File: src/rtl/squarewave_pkg.sv
// Shared types, default parameters and helpers for the squarewave_multi generator.
// The optional simultaneous-restart input is enabled with SQUAREWAVE_SYNC_EN.
package squarewave_pkg;

  typedef enum logic [1:0] {
    ST_IDLE = 2'd0,
    ST_HIGH = 2'd1,
    ST_LOW  = 2'd2
  } sw_state_e;

  localparam int DEF_CHANNELS = 4;
  localparam int DEF_WIDTH    = 4;
  localparam int DEF_TICK_DIV = 5;

  // Wide enough for (2^width - 1) * tick_div cycles, so a phase never wraps.
  function automatic int cnt_width(input int width, input int tick_div);
    return width + $clog2(tick_div) + 1;
  endfunction

  // State entered after loading new m/n: high phase first, then low, else stay idle.
  function automatic sw_state_e latch_state(input logic m_nonzero, input logic n_nonzero);
    sw_state_e st;
    if (m_nonzero) begin
      st = ST_HIGH;
    end else if (n_nonzero) begin
      st = ST_LOW;
    end else begin
      st = ST_IDLE;
    end
    return st;
  endfunction

endpackage

File: src/rtl/squarewave_channel.sv
// One square-wave channel: IDLE/HIGH/LOW FSM, m/n shadow registers and phase counter.
// With SQUAREWAVE_SYNC_EN a sync strobe forces a reload regardless of the current phase.
module squarewave_channel
  import squarewave_pkg::*;
#(
  parameter int WIDTH    = DEF_WIDTH,
  parameter int TICK_DIV = DEF_TICK_DIV
) (
  input  logic             clk,
  input  logic             reset,
`ifdef SQUAREWAVE_SYNC_EN
  input  logic             sync,
`endif
  input  logic             en,
  input  logic [WIDTH-1:0] m,
  input  logic [WIDTH-1:0] n,
  output logic             w,
  output logic             period_done
);

  localparam int CW = cnt_width(WIDTH, TICK_DIV);
  localparam logic [WIDTH-1:0] FIELD_ZERO = {WIDTH{1'b0}};
  localparam logic [CW-1:0]    CNT_ZERO   = {CW{1'b0}};
  localparam logic [CW-1:0]    CNT_ONE    = {{(CW-1){1'b0}}, 1'b1};
  localparam logic [CW-1:0]    TICK_W     = CW'(TICK_DIV);

  sw_state_e        state_q, state_d;
  logic [WIDTH-1:0] m_s_q, m_s_d;
  logic [WIDTH-1:0] n_s_q, n_s_d;
  logic [CW-1:0]    cnt_q, cnt_d;
  logic             w_q, w_d;
  logic             pd_q, pd_d;
  logic             latch_s;
  logic [CW-1:0]    phase_len_s;
  logic             phase_last_s;

  // Length of the current phase in clock cycles and whether this is its final cycle
  always_comb begin
    phase_len_s = CNT_ZERO;
    case (state_q)
      ST_HIGH: phase_len_s = {{(CW-WIDTH){1'b0}}, m_s_q} * TICK_W;
      ST_LOW:  phase_len_s = {{(CW-WIDTH){1'b0}}, n_s_q} * TICK_W;
      default: phase_len_s = CNT_ZERO;
    endcase
    phase_last_s = (cnt_q == (phase_len_s - CNT_ONE));
  end

  // Next-state, shadow reload and output decode
  always_comb begin
    state_d = state_q;
    m_s_d   = m_s_q;
    n_s_d   = n_s_q;
    cnt_d   = cnt_q;
    pd_d    = 1'b0;
    latch_s = 1'b0;
    w_d     = 1'b0;

    if (!en) begin
      state_d = ST_IDLE;
      cnt_d   = CNT_ZERO;
    end
`ifdef SQUAREWAVE_SYNC_EN
    else if (sync) begin
      latch_s = 1'b1;
      pd_d    = (state_q != ST_IDLE);
    end
`endif
    else begin
      case (state_q)
        ST_IDLE: begin
          latch_s = 1'b1;
        end
        ST_HIGH: begin
          if (!phase_last_s) begin
            cnt_d = cnt_q + CNT_ONE;
          end else if (n_s_q != FIELD_ZERO) begin
            state_d = ST_LOW;
            cnt_d   = CNT_ZERO;
          end else begin
            latch_s = 1'b1;
            pd_d    = 1'b1;
          end
        end
        ST_LOW: begin
          if (!phase_last_s) begin
            cnt_d = cnt_q + CNT_ONE;
          end else begin
            latch_s = 1'b1;
            pd_d    = 1'b1;
          end
        end
        default: begin
          state_d = ST_IDLE;
          cnt_d   = CNT_ZERO;
        end
      endcase
    end

    // A reload always restarts the counter and picks the first phase of the new period
    if (latch_s) begin
      m_s_d   = m;
      n_s_d   = n;
      cnt_d   = CNT_ZERO;
      state_d = latch_state(m != FIELD_ZERO, n != FIELD_ZERO);
    end else begin
      m_s_d = m_s_q;
      n_s_d = n_s_q;
    end

    w_d = (state_d == ST_HIGH);
  end

  // State, shadow, counter and output registers
  always_ff @(posedge clk) begin
    if (reset) begin
      state_q <= ST_IDLE;
      m_s_q   <= FIELD_ZERO;
      n_s_q   <= FIELD_ZERO;
      cnt_q   <= CNT_ZERO;
      w_q     <= 1'b0;
      pd_q    <= 1'b0;
    end else begin
      state_q <= state_d;
      m_s_q   <= m_s_d;
      n_s_q   <= n_s_d;
      cnt_q   <= cnt_d;
      w_q     <= w_d;
      pd_q    <= pd_d;
    end
  end

  assign w           = w_q;
  assign period_done = pd_q;

endmodule

File: src/rtl/squarewave_multi.sv
// Multi-channel programmable square-wave generator; one squarewave_channel per output.
// Define SQUAREWAVE_SYNC_EN to add the sync port that phase-aligns all enabled channels.
module squarewave_multi
  import squarewave_pkg::*;
#(
  parameter int CHANNELS = DEF_CHANNELS,
  parameter int WIDTH    = DEF_WIDTH,
  parameter int TICK_DIV = DEF_TICK_DIV
) (
  input  logic                      clk,
  input  logic                      reset,
`ifdef SQUAREWAVE_SYNC_EN
  input  logic                      sync,
`endif
  input  logic [CHANNELS-1:0]       en,
  input  logic [CHANNELS*WIDTH-1:0] m,
  input  logic [CHANNELS*WIDTH-1:0] n,
  output logic [CHANNELS-1:0]       w,
  output logic [CHANNELS-1:0]       period_done
);

  logic [WIDTH-1:0] m_ch_s [CHANNELS];
  logic [WIDTH-1:0] n_ch_s [CHANNELS];

  for (genvar gi = 0; gi < CHANNELS; gi++) begin : g_ch
    assign m_ch_s[gi] = m[gi*WIDTH +: WIDTH];
    assign n_ch_s[gi] = n[gi*WIDTH +: WIDTH];

    squarewave_channel #(
      .WIDTH    (WIDTH),
      .TICK_DIV (TICK_DIV)
    ) u_channel (
      .clk         (clk),
      .reset       (reset),
`ifdef SQUAREWAVE_SYNC_EN
      .sync        (sync),
`endif
      .en          (en[gi]),
      .m           (m_ch_s[gi]),
      .n           (n_ch_s[gi]),
      .w           (w[gi]),
      .period_done (period_done[gi])
    );
  end

endmodule

File: config.mk
export PLATFORM = sky130hd
export DESIGN_NAME = squarewave_multi
export DESIGN_NICKNAME = d
export VERILOG_FILES = /design/src/rtl/squarewave_pkg.sv /design/src/rtl/squarewave_channel.sv /design/src/rtl/squarewave_multi.sv
export SDC_FILE = /design/constraint.sdc
export NUM_CORES = 1
export LEC_CHECK = 0
export CORE_MARGIN = 2
export CORE_UTILIZATION = 45
export CTS_BUF_LIST = sky130_fd_sc_hd__clkbuf_4
export DETAILED_ROUTE_END_ITERATION = 10
export PLACE_DENSITY = 0.66
export SLEW_MARGIN = 20
export SYNTH_ARGS = -nofsm -noshare
export SYNTH_HDL_FRONTEND = slang
export SYNTH_SLANG_ARGS = --single-unit
File: constraint.sdc
create_clock -name clk -period 3.2 [get_ports clk]
set_input_delay 0.8 -clock clk [delete_from_list [all_inputs] [get_ports clk]]
set_output_delay 0.8 -clock clk [all_outputs]
set_load 0.01 [all_outputs]
==> flow_summary.yaml, run 1 <==
global_routing:
  grt_pass1_vias: 5883
  grt_overflow_total: 0
  grt.total_usage_pct: 22.3
  grt_max_degree: 24
  grt_antenna_before_repair: 0
  grt_pass1_wl_um: 26900
pwr:
  ir_drop_mv: 0.161
  power.switching_mw: 0.711
  power_frac_clock_pct: 28.6
  sw_frac_of_total_pct: 31.3
  pwr-share-comb_pct: 25.0
  power_frac_seq_pct: 46.4
  p_per_area_nw_per_um2: 270
  p_int_mw: 1.56
  leakagePower_nw: 3.33
cells_and_area:
  final_util_pct: 61.3
  multi_input_area_sq_um: 4980
  fillCellCount: 1173
  seqCellArea_sq_um: 1620
  fin_nets: 952
  drive_above_1_share_pct: 29.5
  synthToLayoutAreaGrowth_pct: 34.3
  stdcell_area_sq_um: 8420
hold_path:
  hold_depth: 1
  hold_end: "g_ch[2].u_channel.cnt_q[6]$_SDFFE_PP0P_"
  hp-class: "register to register"
  worstHoldStart: "g_ch[2].u_channel.cnt_q[6]$_SDFFE_PP0P_"
yosys:
  yosys.area_share.simple_pct: 19.5
  synth_edf_count: 0
  ys_warn_count: 0
  avgSynthCellArea_sq_um: 8.72
  synth_area_sq_um: 6270
  synth_xor_area_share_pct: 7.39
  synth_top_area_share_pct: 25.6
  synthTopCellsByArea: "dfxtp_1 26%, ha_1 11%, xnor2_1 4.6%, mux2i_1 4.0%, a22o_1 3.5%"
  synth_nets: 821
  synthAdderAreaFrac_pct: 13.7
  synthMuxAreaShare_pct: 4.35
  synth_top_cell_by_area: "dfxtp_1"
  syn-instance-count: 719
  ys_seq_elements: 80
  yosysSeqAreaShare_pct: 25.6
  synthTopCellsByCount: "80 x dfxtp_1, 58 x nor2_1, 56 x ha_1"
  synth_ff_type: "dfxtp_1"
  async_flop_share_pct: 0
  synth_compound_area_share_pct: 25.0
  yosysUniqueCellTypes: 83
  yosysMostFrequentCell: "dfxtp_1"
  synth_top_family_by_area: "compound AO/OA/AOI/OAI gates"
place:
  placed_area_sq_um: 7570
  gp_congestion: 0.889
  dp_hpwl_um: 12200
  port_buffers: 45
clock_tree:
  root_buffer: "clkbuf_4"
  cts_tree: "done"
  holdBufCountCts: 0
  cts.path.max_buffers: 2
  insertion_delay_ns: 0.47
  htreeDepth: 3
  cts_buffers: 9
  clk_pin_slew_ns: 0.15
  cts.sinks: 80
route:
  avgViaCountPerCell: 5.80
  wl_um: 16500
  drt_pre_antenna_iters: 5
  vias: 6009
  ant_nets: 0
  drt-initial-drc-count: 303
  post_drt_wl_per_cell_um: 16.0
  drc: 0
critical_path:
  r2r_slack_ns: -0.41
  reg2reg_to: "g_ch[2].u_channel.n_s_q[2]$_SDFFE_PP0P_"
  reg2reg_depth: 13
  arrival_ns: 4.01
  setup.worst_path.start_class: "register"
  crit_chain: "ha_4 -> ha_4 -> fa_2 -> a22o_4 -> o31ai_2 -> nand3_1 -> xnor2_1 -> or4b_4 -> o41ai_4 -> buf_6 -> buf_12 -> nand3_1 -> a21oi_1"
  cp_max_fo: 5
  cp-end-kind: "register"
  slowest_stage: "or4b_4"
  worstPathRequired_ns: 3.60
  crit_type: "register to register"
  critPathMaxStageDelay_ns: 0.57
  rr_startpoint: "g_ch[2].u_channel.n_s_q[3]$_SDFFE_PP0P_"
sta:
  slew_headroom_pct: 64.9
  worst_pin_slew_ns: 0.522
  fin_ws_ns: -0.407
  finalSetupViolations: 23
  rsz0062_at_grt: "true"
  holdWs_ns: 0.536
  report.final.slew_viol_count: 0
  max_freq_mhz: 277
  period_share_pct: 113
  fin_tns_setup_ns: -6.97
  period_needed_ns: 3.61
  hold_viol_final: 0
  skew_ns: 0.0177
floorplanning:
  io_pins: 46
  start_util_pct: 45.7
  die_w_um: 122
  rows: 43
  chipHeight_um: 122
  dieArea_sq_um: 14900
  core_sq_um: 13700
flow_run:
  cap_violations: 0
status:
  violations: "setup timing"
  status: "finished, violations left"
[state kept, by name, summed over array words and instances (netlist names)]
signal,flops
g_ch.u_channel.cnt_q,32
g_ch.u_channel.m_s_q,16
g_ch.u_channel.n_s_q,16
g_ch.u_channel.state_q,8
g_ch.u_channel.period_done,4
g_ch.u_channel.w,4
[routing by layer]
layer | vias up | global-route usage (%) | routed length (um) | share of wire, %
met4 | 0 | 7.47 | 187 | 1.1
li1 | 2967 | - | - | -
met3 | 19 | 3.98 | 605 | 3.7
met2 | 127 | 38.4 | 8100 | 49
met5 | - | 0 | 0 | 0
met1 | 2896 | 28.1 | 7650 | 46
[worst max-delay path, delay by kind of cell (launching register included)]
| kind | cells | cell delay [ns] |
|---|---|---|
| flops | 1 | 0.38 |
| xor+xnor | 1 | 0.14 |
| fa+ha+maj | 3 | 0.87 |
| compound gates | 4 | 1.07 |
| buf+inv | 2 | 0.30 |
| simple gates | 3 | 0.75 |
[power groups by stage]
stage / sequential, mW / combinational (mW) / clock, mW
3_3_place_gp: 1.07 / 0.476 / 0
5_1_grt: 1.06 / 0.618 / 0.721
3_5_place_dp: 1.07 / 0.490 / 0
2_1_floorplan: 1.08 / 0.275 / 0
6_report: 1.05 / 0.569 / 0.651
4_1_cts: 1.05 / 0.515 / 0.682
[cells in the final DEF (no fill, tap or decap), drive strengths merged, types with 9 or more instances in the layout]
master	instances
clkdlybuf4s50	44
inv	18
clkbuf	12
and3	11
o21ai	33
dfxtp	80
buf	112
ha	56
xnor2	33
nor3	21
a21bo	10
nand2	34
a21oi	32
xor2	19
nor4	13
nor2	58
mux2i	25
a22o	30
nand3	39
a22oi	10
nand2b	11
a31oi	11
nor2b	9
[per-stage QoR]
| stage | power (mW) | setup WS (ns) | cells |
|---|---|---|---|
| finish | 2.27 | -0.407 | 1036 |
| global route | 2.40 | -0.528 | 1035 |
| CTS | 2.25 | -0.333 | 1028 |
| detailed placement | 1.56 | -0.349 | 1003 |
| global placement | 1.55 | -0.292 | 1003 |
| floorplan | 1.36 | -0.196 | 719 |
[cell families after synthesis]
| group | Yosys count |
|---|---|
| and+or+nand+nor | 236 |
| AOI/OAI and AO/OA | 205 |
| DFF | 80 |
| adders and majority gates | 64 |
| buffers and inverters | 55 |
| xor gates and xnor gates | 52 |
| muxes | 27 |
[layout make-up]
| class | count | share of cell area [%] |
|---|---|---|
| multi-input cells | 584 | 59.1 |
| flip-flops and latches | 80 | 19.2 |
| repair buffers | 158 | 16.4 |
| well taps | 180 | 2.68 |
| clock buffers | 10 | 0.892 |
| clock inverters | 6 | 0.818 |
| inverters | 17 | 0.788 |
| diodes | 1 | 0.0297 |
[what timing repair did]
item,4_1_cts,5_1_grt
buffers inserted,9,5
cloned,1,2
pin swaps,23,43
endpoints found under the setup margin,58,79
resized for setup,42,79
[worst max path at each step]
stage                                                  startpoint                                       to  slack (ns)
after global routing      g_ch[2].u_channel.n_s_q[3]$_SDFFE_PP0P_  g_ch[2].u_channel.n_s_q[2]$_SDFFE_PP0P_       -0.53
after global placement    g_ch[2].u_channel.m_s_q[1]$_SDFFE_PP0P_  g_ch[2].u_channel.state_q[1]$_SDFF_PP0_       -0.29
after detailed placement  g_ch[2].u_channel.m_s_q[1]$_SDFFE_PP0P_  g_ch[2].u_channel.cnt_q[2]$_SDFFE_PP0P_       -0.35
after floorplan           g_ch[2].u_channel.n_s_q[3]$_SDFFE_PP0P_  g_ch[2].u_channel.state_q[1]$_SDFF_PP0_       -0.20
after CTS                 g_ch[2].u_channel.n_s_q[3]$_SDFFE_PP0P_  g_ch[2].u_channel.cnt_q[4]$_SDFFE_PP0P_       -0.33
final                     g_ch[2].u_channel.n_s_q[3]$_SDFFE_PP0P_  g_ch[2].u_channel.n_s_q[2]$_SDFFE_PP0P_       -0.41
Note: power is estimated with default switching activity, not from simulation.
==> inputs of run 2 (changes only) <==
--- a/config.mk
+++ b/config.mk
@@ -5,6 +5,7 @@
 export SDC_FILE = /design/constraint.sdc
 export NUM_CORES = 1
 export LEC_CHECK = 0
+export ABC_AREA = 1
 export CORE_MARGIN = 2
 export CORE_UTILIZATION = 45
 export CTS_BUF_LIST = sky130_fd_sc_hd__clkbuf_4
==> constraint.sdc (replaced) <==
create_clock -name clk -period 3.2 [get_ports clk]
set_input_delay 0.8 -clock clk [delete_from_list [all_inputs] [get_ports clk]]
set_output_delay 0.8 -clock clk [all_outputs]
set_load 0.1 [all_outputs]
==> run 2 against run 1 <==
Net effect:
- the run now ends clean
- register-to-register slack gained 0.65 ns
- cell count is 28% higher
- non-clock buffer count is 75 lower
==> flow_summary.yaml, run 2 <==
clock_tree:
  insertion_delay_ns: 0.46
  cts_tree: "done"
  cts_buffers: 9
  cts.sinks: 80
  holdBufCountCts: 0
  cts.path.max_buffers: 2
  htreeDepth: 3
  clk_pin_slew_ns: 0.14
  root_buffer: "clkbuf_4"
floorplanning:
  io_pins: 46
  core_sq_um: 15100
  rows: 45
  dieArea_sq_um: 16400
  chipHeight_um: 128
  start_util_pct: 45.8
  die_w_um: 128
global_routing:
  grt_max_degree: 30
  grt.total_usage_pct: 20.0
  grt_pass1_wl_um: 27200
  grt_pass1_vias: 6068
  grt_antenna_before_repair: 1
  grt_overflow_total: 0
sta:
  holdWs_ns: 0.487
  period_share_pct: 92.4
  slew_headroom_pct: 58.8
  max_freq_mhz: 338
  report.final.slew_viol_count: 0
  fin_ws_ns: 0.243
  hold_viol_final: 0
  skew_ns: 0.0138
  period_needed_ns: 2.96
  worst_pin_slew_ns: 0.618
  rsz0062_at_grt: "true"
  finalSetupViolations: 0
yosys:
  synth_top_family_by_area: "simple AND/OR/NAND/NOR gates"
  synth_xor_area_share_pct: 2.66
  synthTopCellsByCount: "292 x nand2_1, 158 x nor2_1, 125 x nand3_1"
  syn-instance-count: 1073
  synth_top_area_share_pct: 23.2
  async_flop_share_pct: 0
  synth_top_cell_by_area: "dfxtp_1"
  ys_seq_elements: 80
  yosysMostFrequentCell: "nand2_1"
  synth_nets: 1175
  synth_ff_type: "dfxtp_1"
  synthTopCellsByArea: "dfxtp_1 23%, nand2_1 16%, ha_1 10%, nand3_1 9.1%, nor2_1 8.6%"
  synth_edf_count: 0
  synthMuxAreaShare_pct: 0
  synth_compound_area_share_pct: 6.84
  avgSynthCellArea_sq_um: 6.44
  yosysUniqueCellTypes: 41
  ys_warn_count: 0
  synthAdderAreaFrac_pct: 12.5
  yosysSeqAreaShare_pct: 23.2
  yosys.area_share.simple_pct: 44.4
  synth_area_sq_um: 6910
hold_path:
  hp-class: "register to register"
  hold_depth: 2
  worstHoldStart: "g_ch[0].u_channel.m_s_q[1]$_SDFFE_PP0P_"
  hold_end: "g_ch[0].u_channel.m_s_q[1]$_SDFFE_PP0P_"
cells_and_area:
  drive_above_1_share_pct: 12.5
  largest_register_ffs: 32
  synthToLayoutAreaGrowth_pct: 12.1
  layout_common_cells: "287 x nand2_1, 155 x nor2_1, 124 x nand3_1"
  seqCellArea_sq_um: 1620
  fillCellCount: 1525
  regMostFlops: "g_ch.u_channel.cnt_q"
  fin_nets: 1229
  multi_input_area_sq_um: 4660
  largestRegisters: "g_ch.u_channel.cnt_q (32), g_ch.u_channel.m_s_q (16), g_ch.u_channel.n_s_q (16)"
  layout_commonest_cell: "nand2_1"
place:
  port_buffers: 45
  dp_worst_setup_slack_ns: 0.119
  dp_hpwl_um: 12400
  gp_congestion: 0.867
critical_path:
  rr_startpoint: "g_ch[3].u_channel.n_s_q[1]$_SDFFE_PP0P_"
  reg2reg_to: "g_ch[3].u_channel.state_q[1]$_SDFF_PP0_"
  arrival_ns: 3.30
  cp_max_fo: 10
  cp-end-kind: "register"
  setup.worst_path.start_class: "register"
  worstPathRequired_ns: 3.54
  r2r_slack_ns: 0.24
  reg2reg_depth: 20
  crit_type: "register to register"
route:
  drc: 0
  post_drt_wl_per_cell_um: 12.1
  vias: 6629
  avgViaCountPerCell: 5.01
  wl_um: 16000
  drt_pre_antenna_iters: 5
  drt-initial-drc-count: 392
  ant_nets: 0
pwr:
  leakagePower_nw: 3.63
  ir_drop_mv: 0.188
  p_per_area_nw_per_um2: 293
flow_run:
  cap_violations: 0
status:
  status: "finished, final reports clean"
==> run 2: cell types whose count changed after synthesis, moves of 15 or more <==
cell / before / now
a21oi_1: 32 / 53
a22o_1: 25 / 0
buf_6: 1 / 16
inv_1: 15 / 98
mux2i_1: 25 / 0
nand2_1: 34 / 292
nand2_2: 0 / 22
nand3_1: 39 / 125
nor2_1: 58 / 158
o21ai_0: 32 / 9
xnor2_1: 33 / 3
==> run 2: worst max path at each step <==
stage                                                  from  slack (ns)                                 endpoint
floorplan           g_ch[3].u_channel.n_s_q[3]$_SDFFE_PP0P_        0.51  g_ch[3].u_channel.state_q[1]$_SDFF_PP0_
global placement    g_ch[1].u_channel.m_s_q[3]$_SDFFE_PP0P_        0.13  g_ch[1].u_channel.cnt_q[6]$_SDFFE_PP0P_
detailed placement  g_ch[0].u_channel.n_s_q[3]$_SDFFE_PP0P_        0.12  g_ch[0].u_channel.cnt_q[6]$_SDFFE_PP0P_
CTS                 g_ch[3].u_channel.n_s_q[1]$_SDFFE_PP0P_        0.09  g_ch[3].u_channel.cnt_q[4]$_SDFFE_PP0P_
global route        g_ch[1].u_channel.m_s_q[1]$_SDFFE_PP0P_       -0.02  g_ch[1].u_channel.cnt_q[6]$_SDFFE_PP0P_
finish              g_ch[3].u_channel.n_s_q[1]$_SDFFE_PP0P_        0.24  g_ch[3].u_channel.state_q[1]$_SDFF_PP0_
==> run 2: routing by layer <==
metal / track usage (%) / wire, um / vias up
li1: - / - / 3576
met3: 2.63 / 550 / 24
met5: 0 / 0 / -
met1: 26.9 / 7920 / 2898
met2: 32.6 / 7240 / 131
met4: 7.69 / 293 / 0
==> run 2: timing repair <==
item	in CTS	in global routing
setup buffers	0	8
resized for setup	0	34
endpoints found under the setup margin	0	58
==> run 2: report_power, final <==
group          switching, mW  total [mW]  internal, mW
combinational          0.426       0.665         0.240
sequential            0.0391        1.08          1.04
clock                  0.373       0.530         0.157
==> run 2: final cells by class <==
class	count	share of cell area [%]
Antenna cell	2	0.0646
Sequential cell	80	20.9
Clock inverter	6	0.339
Clock buffer	10	0.969
Timing Repair Buffer	83	9.32
Inverter	108	5.23
Multi-Input combinational cell	845	60.2
Tap cell	188	3.04
==> run 2: cells by family (layout without fill, tap and decap cells) <==
group,after synthesis,in the layout
AO/OA/AOI/OAI,81,81
XOR/XNOR,21,21
adder cells (fa/ha/maj),64,64
buffers and inverters,148,207
flip-flops,80,80
other,0,2
AND/OR/NAND/NOR,679,679
==> run 2: through the flow <==
step                      cells  area, sq um  power (mW)  setup TNS, ns  util, %
final                      1322         7750        2.27              0     51.4
after global routing       1322         7750        2.42        -0.0289     51.4
after CTS                  1312         7580        2.28              0     50.3
after detailed placement   1296         7480        1.75              0     49.6
after global placement     1296         7480        1.74              0     49.6
after floorplan            1073         6910        1.58              0        -
==> run 2: worst max-delay path, stage by stage (launching register included) <==
cell	delay [ns]
dfxtp_4	0.37
ha_1	0.29
ha_2	0.20
fa_1	0.45
nand2_1	0.07
nand2_1	0.07
nand2_2	0.07
nand2_2	0.08
nor2_4	0.11
nand2_1	0.06
nand2_1	0.07
nand2_1	0.05
nand2_1	0.06
nand2_1	0.09
nor2_4	0.16
nand3_4	0.14
nand2_4	0.12
buf_6	0.15
nand3_1	0.10
nand2_1	0.10
nor2_2	0.03
==> inputs of run 3 (changes only) <==
--- a/config.mk
+++ b/config.mk
@@ -6,12 +6,12 @@
 export NUM_CORES = 1
 export LEC_CHECK = 0
 export ABC_AREA = 1
-export CORE_MARGIN = 2
+export CORE_MARGIN = 4
 export CORE_UTILIZATION = 45
 export CTS_BUF_LIST = sky130_fd_sc_hd__clkbuf_4
 export DETAILED_ROUTE_END_ITERATION = 10
 export PLACE_DENSITY = 0.66
-export SLEW_MARGIN = 20
+export SLEW_MARGIN = 10
 export SYNTH_ARGS = -nofsm -noshare
 export SYNTH_HDL_FRONTEND = slang
 export SYNTH_SLANG_ARGS = --single-unit
==> run 3 against run 2 <==
Net effect:
- register-to-register slack hardly changed
- clock skew up 0.0017 ns
- via count shrank 0.20%
- flip-flop and latch count is the same
- non-clock buffer count is 8 lower
- clock-buffer cell count is 3 higher
- largest power group unchanged
- highest routed layer unchanged
==> flow_summary.yaml, run 3 (synthesized netlist as in run 2, its figures left out) <==
hold_path:
  hold_depth: 2
  hp-class: "register to register"
  worstHoldStart: "g_ch[0].u_channel.m_s_q[0]$_SDFFE_PP0P_"
  hold_end: "g_ch[0].u_channel.m_s_q[0]$_SDFFE_PP0P_"
floorplanning:
  die_w_um: 132
  core_sq_um: 15100
  start_util_pct: 45.6
  rows: 45
  dieArea_sq_um: 17400
  chipHeight_um: 132
  io_pins: 46
sta:
  slew_headroom_pct: 52.8
  report.final.slew_viol_count: 0
  max_freq_mhz: 337
  skew_ns: 0.0155
  hold_viol_final: 0
  worst_pin_slew_ns: 0.708
  rsz0062_at_grt: "false"
  finalSetupViolations: 0
  fin_ws_ns: 0.233
  period_share_pct: 92.7
  fin_tns_setup_ns: 0
  period_needed_ns: 2.97
cells_and_area:
  fin_cells: 1311
  multi_input_area_sq_um: 4670
  largest_register_ffs: 32
  synthToLayoutAreaGrowth_pct: 11.4
  regMostFlops: "g_ch.u_channel.cnt_q"
  layout_commonest_cell: "nand2_1"
  largestRegisters: "g_ch.u_channel.cnt_q (32), g_ch.u_channel.m_s_q (16), g_ch.u_channel.n_s_q (16)"
  seqCellArea_sq_um: 1620
  fillCellCount: 1566
  diodes: 0
  layout_common_cells: "284 x nand2_1, 158 x nor2_1, 125 x nand3_1"
  drive_above_1_share_pct: 11.7
  fin_nets: 1221
  final_util_pct: 50.8
pwr:
  p_per_area_nw_per_um2: 296
  ir_drop_mv: 0.197
  leakagePower_nw: 3.59
  power_mw: 2.28
place:
  gp_congestion: 0.853
  port_buffers: 45
  dp_worst_setup_slack_ns: 0.0862
  dp_hpwl_um: 12500
  numPlacedInstances: 1293
route:
  wl_um: 15800
  drt-initial-drc-count: 394
  avgViaCountPerCell: 5.05
  vias: 6616
  ant_nets: 0
  post_drt_wl_per_cell_um: 12.1
  drt_pre_antenna_iters: 5
  drc: 0
clock_tree:
  cts.sinks: 80
  root_buffer: "clkbuf_4"
  cts_tree: "done"
  cts_buffers: 9
  cts.path.max_buffers: 2
  insertion_delay_ns: 0.45
  clk_pin_slew_ns: 0.13
  htreeDepth: 3
critical_path:
  reg2reg_to: "g_ch[3].u_channel.cnt_q[6]$_SDFFE_PP0P_"
  cp-end-kind: "register"
  r2r_slack_ns: 0.23
  arrival_ns: 3.36
  rr_startpoint: "g_ch[3].u_channel.m_s_q[1]$_SDFFE_PP0P_"
  crit_type: "register to register"
  reg2reg_depth: 21
  setup.worst_path.start_class: "register"
  worstPathRequired_ns: 3.59
  cp_max_fo: 11
status:
  status: "finished, final reports clean"
global_routing:
  grt_pass1_wl_um: 27300
  grt.total_usage_pct: 18.2
  grt_pass1_vias: 6096
  grt_overflow_total: 0
  grt_max_degree: 33
  grt_antenna_before_repair: 0
flow_run:
  cap_violations: 0
-- run 3: worst max-delay path by stage --
stage                                                         end                               startpoint  depth (start not counted)  slack (ns)
after CTS                 g_ch[1].u_channel.cnt_q[5]$_SDFFE_PP0P_  g_ch[1].u_channel.n_s_q[3]$_SDFFE_PP0P_                         19        0.06
after global routing      g_ch[3].u_channel.cnt_q[1]$_SDFFE_PP0P_  g_ch[3].u_channel.m_s_q[1]$_SDFFE_PP0P_                         21       0.005
after detailed placement  g_ch[1].u_channel.cnt_q[6]$_SDFFE_PP0P_  g_ch[1].u_channel.n_s_q[3]$_SDFFE_PP0P_                         19        0.09
after floorplan           g_ch[3].u_channel.state_q[1]$_SDFF_PP0_  g_ch[3].u_channel.n_s_q[3]$_SDFFE_PP0P_                         20        0.51
final                     g_ch[3].u_channel.cnt_q[6]$_SDFFE_PP0P_  g_ch[3].u_channel.m_s_q[1]$_SDFFE_PP0P_                         21        0.23
after global placement    g_ch[3].u_channel.cnt_q[5]$_SDFFE_PP0P_  g_ch[3].u_channel.m_s_q[3]$_SDFFE_PP0P_                         19        0.15
-- run 3: final cells by class --
cell class,instances,share of cell area (%)
flip-flops and latches,80,21.0
inverters,108,5.32
repair buffers,75,8.55
clock inverters,2,0.0975
well taps,188,3.06
multi-input cells,845,60.7
clock buffers,13,1.27
-- run 3: stage by stage --
| step | instance area, sq um | hold WS, ns |
|---|---|---|
| 5_1_grt | 7700 | 0.518 |
| 6_report | 7700 | 0.493 |
| 3_5_place_dp | 7460 | 0.478 |
| 2_1_floorplan | 6910 | 0.457 |
| 4_1_cts | 7560 | 0.495 |
| 3_3_place_gp | 7460 | 0.476 |
-- run 3: worst max-delay path, cell delays in order (launching register included) --
cell	delay, ns
dfxtp_2	0.36
ha_1	0.29
ha_2	0.20
fa_1	0.45
nand2_1	0.09
nand2_1	0.06
nand2_1	0.09
nand2_2	0.09
nor2_4	0.11
nand2_1	0.06
nand2_1	0.07
nand2_1	0.05
nand2_1	0.06
nand2_1	0.08
nor2_4	0.15
nand3_4	0.12
nand2_4	0.10
buf_8	0.14
inv_2	0.08
nor2_1	0.10
nor2_1	0.05
nor2_1	0.07
-- run 3: per-layer routing --
metal	GRT usage, %	routed length [um]	vias up
met5	0	0	-
met4	3.62	174	0
met3	3.70	613	12
met2	30.2	7170	121
met1	24.6	7860	2921
li1	-	-	3562
-- run 3: timing repair --
action / CTS / global route
gates resized for setup: 0 / 32
hold buffers: 0 / 0
buffers inserted: 0 / 3
endpoints found under the setup margin: 0 / 61
endpoints found under the hold margin: 0 / 0
-- run 3: where the power goes --
group          total, mW  switching (mW)  leakage (nW)  internal (mW)
clock network      0.536           0.349        0.0629          0.187
registers           1.08          0.0433         0.655           1.04
logic              0.658           0.421          2.87          0.237
